[src/rtl/sipo_deframer.sv]
// Serial-to-parallel deframer: rebuilds WIDTH-bit words from a start-marked serial
// stream and hands them out through a single-entry valid/ready holding register.
module sipo_deframer #(
  parameter int WIDTH     = 4,
  parameter bit MSB_FIRST = 1'b1
) (
  input  logic             clk,
  input  logic             reset,
  input  logic             s_in,
  input  logic             start,
  input  logic             p_ready,
  input  logic             err_clr,
  output logic [WIDTH-1:0] p_out,
  output logic             p_valid,
  output logic             busy,
  output logic             overrun,
  output logic             frame_err
);

  localparam int CW = $clog2(WIDTH) + 1;

  typedef enum logic {IDLE, SHIFT} state_t;

  state_t           state;
  logic [CW-1:0]    cnt;
  logic [WIDTH-1:0] shreg;

  logic             capture;
  logic             restart;
  logic             last;
  logic [CW-1:0]    bit_idx;
  logic [WIDTH-1:0] word;

  // A start always begins a fresh frame, even mid-word, so the partial word is dropped.
  always_comb begin
    capture = start || (state == SHIFT);
    restart = start && (state == SHIFT);
    bit_idx = start ? '0 : cnt;
    last    = capture && (bit_idx == CW'(WIDTH - 1));
    word    = start ? '0 : shreg;
    for (int i = 0; i < WIDTH; i++) begin
      if ((MSB_FIRST ? (WIDTH - 1 - i) : i) == int'(bit_idx)) begin
        word[i] = s_in;
      end
    end
  end

  always_ff @(posedge clk or posedge reset) begin
    if (reset) begin
      state     <= IDLE;
      cnt       <= '0;
      shreg     <= '0;
      p_out     <= '0;
      p_valid   <= 1'b0;
      busy      <= 1'b0;
      overrun   <= 1'b0;
      frame_err <= 1'b0;
    end else begin
      if (err_clr) begin
        overrun   <= 1'b0;
        frame_err <= 1'b0;
      end
      if (restart) begin
        frame_err <= 1'b1;
      end

      if (capture) begin
        shreg <= word;
        if (last) begin
          state <= IDLE;
          busy  <= 1'b0;
          cnt   <= '0;
        end else begin
          state <= SHIFT;
          busy  <= 1'b1;
          cnt   <= bit_idx + 1'b1;
        end
      end

      // The holding register is free if empty or being drained on this same edge.
      if (last && (!p_valid || p_ready)) begin
        p_out   <= word;
        p_valid <= 1'b1;
      end else begin
        if (last) begin
          overrun <= 1'b1;
        end
        if (p_valid && p_ready) begin
          p_valid <= 1'b0;
        end
      end
    end
  end

endmodule

[config.mk]
export PLATFORM = sky130hd
export DESIGN_NAME = sipo_deframer
export DESIGN_NICKNAME = d
export VERILOG_FILES = /design/src/rtl/sipo_deframer.sv
export SDC_FILE = /design/constraint.sdc
export NUM_CORES = 1
export LEC_CHECK = 0
export CAP_MARGIN = 20
export CORE_MARGIN = 2
export CORE_UTILIZATION = 50
export CTS_CLUSTER_DIAMETER = 80
export CTS_CLUSTER_SIZE = 12
export DETAILED_ROUTE_END_ITERATION = 7
export GPL_ROUTABILITY_DRIVEN = 0
export GPL_TIMING_DRIVEN = 1
export PLACE_DENSITY = 0.78
export SYNTH_ARGS = -nofsm -noshare
export SYNTH_HDL_FRONTEND = slang
export SYNTH_SLANG_ARGS = --single-unit
[constraint.sdc]
create_clock -name clk -period 3.9 [get_ports clk]
set_input_delay 0.585 -clock clk [delete_from_list [all_inputs] [get_ports clk]]
set_output_delay 0.585 -clock clk [all_outputs]
set_load 0.02 [all_outputs]
==> results.json <==
{
  "outcome": "finished, final reports clean",
  "area_delta_synth_final_pct": 21.05,
  "grt_pass1_wl_mm": 2.380,
  "met2_usage_pct": 26.18,
  "nNetsFinal": 94,
  "crit_fanout": 13,
  "crit_arrival_ns": 2.54,
  "num_rows": 14,
  "layout.cells.non_filler": 99,
  "diodes": 0,
  "die_h_microns": 43.61,
  "viasPerCell": 5.222,
  "synthTopCellsByArea": "dfrtp_1 48%, mux2_4 7.7%, ha_1 6.4%, mux2_2 5.7%, nor2b_1 4.8%",
  "syn-num-nets": 77,
  "ir_worst_vdd_mv": 0.3365,
  "slew-limit-headroom_pct": 62.11,
  "hp-class": "reg2reg",
  "rsz0062_at_grt": "false",
  "syn_inst": 67,
  "drt_iter0_drc": 3,
  "io_pins": 14,
  "fin_setup_tns_ns": 0,
  "yosysSeqAreaShare_pct": 47.85,
  "grt_usage_pct": 17.59,
  "synth.distinct_cells": 20,
  "grt_max_degree": 16,
  "grt_pass1_vias": 516,
  "drive_above_1_share_pct": 18.07,
  "maxSlewViolCount": 0,
  "required_ns": 4.13,
  "grt-busiest-layer": "met2",
  "die_w_microns": 43.61,
  "clockBufferDepth": 2,
  "cts_tree": "done",
  "dp_cells": 95,
  "syn_area_sq_um": 784.5,
  "clk_pin_slew_ns": 0.08,
  "dieArea_sq_um": 1902,
  "cts_resized": 0,
  "portBuffers": 13,
  "whs_path_depth": 1,
  "antenna_found_initial": 0,
  "ant_nets": 0,
  "reg2reg_depth": 6,
  "design.core.area_sq_um": 1489,
  "start_util_pct": 52.69,
  "grt.met3_usage_pct": 5.000,
  "power_density_nw_per_um2": 525.9,
  "clk_latency_ns": 0.28,
  "wire_per_inst_microns": 13.56,
  "n_fill_cell": 128,
  "leakage_nw": 0.4472,
  "end_kind": "flip-flop",
  "dp.final_hpwl_microns": 977.7,
  "cts_htree_levels": 1,
  "clkSinkCount": 15,
  "wirelength_mm": 1.342,
  "cts_setup_buffers": 0,
  "postCtsHoldBufs": 0,
  "syn_avg_cell_area_sq_um": 11.71,
  "vias": 517,
  "cts_root_buf": "clkbuf_4",
  "yosys_warnings": 0,
  "worstMarginPinSlew_ns": 0.5677,
  "grt_util_met1_pct": 22.46,
  "overflow": 0,
  "setup_viol": 0,
  "ys_ff_latch": 15,
  "critPathLaunchType": "input port",
  "cts_buffers": 3,
  "drv_cap": 0,
  "synth.largest_area_cell": "dfrtp_1",
  "fin_crit_ns": 2.318,
  "drt_first_pass_iters": 4,
  "crit_type": "in2reg",
  "hold_viol": 0,
  "fin_crit_sh_pct": 59.45,
  "clock_skew_ns": 0.004923,
  "route.detailed.drc": 0,
  "synth_top_area_share_pct": 47.85,
  "fmax_ghz": 0.4313
}
-- flip-flops by register name (all words and copies together) (netlist names) --
name	flops
shreg	4
frame_err	1
p_valid	1
cnt	3
overrun	1
state	1
p_out	4
-- critical path, stage by stage --
cell,delay (ns)
clkdlybuf4s50_1,0.65
nor2b_1,0.31
inv_1,0.11
ha_1,0.22
nor2b_1,0.13
o32ai_1,0.32
mux2_2,0.22
-- cell usage in the layout (no fill, tap or decap), drive strengths merged, types with 4 or more instances in the layout --
cell	instances
dfrtp	15
clkdlybuf4s50	13
inv	9
mux2	8
nor2b	7
nand2	6
o32ai	4
ha	4
clkbuf	4
-- Yosys cell counts, drive strengths merged --
| cell | n |
|---|---|
| xnor2 | 1 |
| nor2 | 1 |
| o2bb2ai | 1 |
| ha | 4 |
| o32ai | 4 |
| inv | 9 |
| nor2b | 7 |
| a21oi | 2 |
| o22ai | 1 |
| buf | 1 |
| o211ai | 1 |
| nand2b | 2 |
| o21ai | 2 |
| and2b | 1 |
| mux2 | 8 |
| nand2 | 6 |
| or2b | 1 |
| dfrtp | 15 |
-- path summary, 6_finish.rpt --
kind / slack (ns) / startpoint / end
setup reg to reg: 2.25 / cnt[0]$_DFFE_PP0N_ / shreg[3]$_DFFE_PP0N_
setup / recovery: 1.58 / start / shreg[3]$_DFFE_PP0N_
hold reg to reg: 0.51 / shreg[1]$_DFFE_PP0N_ / shreg[1]$_DFFE_PP0N_
max in group asynchronous: 2.88 / reset / p_out[1]$_DFFE_PP0P_
hold / removal: 0.51 / shreg[1]$_DFFE_PP0N_ / shreg[1]$_DFFE_PP0N_
min in group asynchronous: 0.65 / reset / p_valid$_DFFE_PP0P_
-- metal layers --
layer  part of all wire (%)  wire length, microns
met5                      0                     0
met4                    2.8                    37
met3                    3.2                    43
met2                     46                   616
met1                     48                   645
-- stage by stage --
| step | util (%) | setup slack, ns | cell area, sq um | hold slack, ns | power, mW |
|---|---|---|---|---|---|
| after global placement | 62.02 | 1.319 | 923.4 | 0.4911 | 0.4093 |
| after global routing | 63.78 | 1.358 | 949.7 | 0.5313 | 0.5332 |
| final | 63.78 | 1.582 | 949.7 | 0.5116 | 0.4994 |
| after floorplan | - | 2.119 | 784.5 | 0.4794 | 0.3475 |
| after detailed placement | 62.02 | 1.280 | 923.4 | 0.4950 | 0.4170 |
| after CTS | 63.78 | 1.568 | 949.7 | 0.5156 | 0.5060 |
-- final cells by class --
cell class                      count  area [sq um]  area share (%)
Sequential cell                    15         375.4           39.53
Multi-Input combinational cell     42         364.1           38.34
Timing Repair Buffer               13         130.1           13.70
Inverter                            9         33.78           3.557
Clock buffer                        4         26.28           2.767
Tap cell                           16         20.02           2.108
-- where the power goes --
group | internal (mW) | leakage [nW] | total, mW | switching (mW)
Clock | 0.0397 | 0.0150 | 0.0889 | 0.0492
Combinational | 0.105 | 0.241 | 0.193 | 0.0877
Sequential | 0.195 | 0.191 | 0.218 | 0.0230
Total | 0.340 | 0.447 | 0.499 | 0.160
-- cell families after synthesis --
group	synth area share [%]
DFF	47.85
muxes	13.40
xor gates and xnor gates	1.117
AOI/OAI and AO/OA	11.64
and+or+nand+nor	13.88
buffers and inverters	5.741
adders and majority gates	6.380
Note: power is estimated with default switching activity, not from simulation.
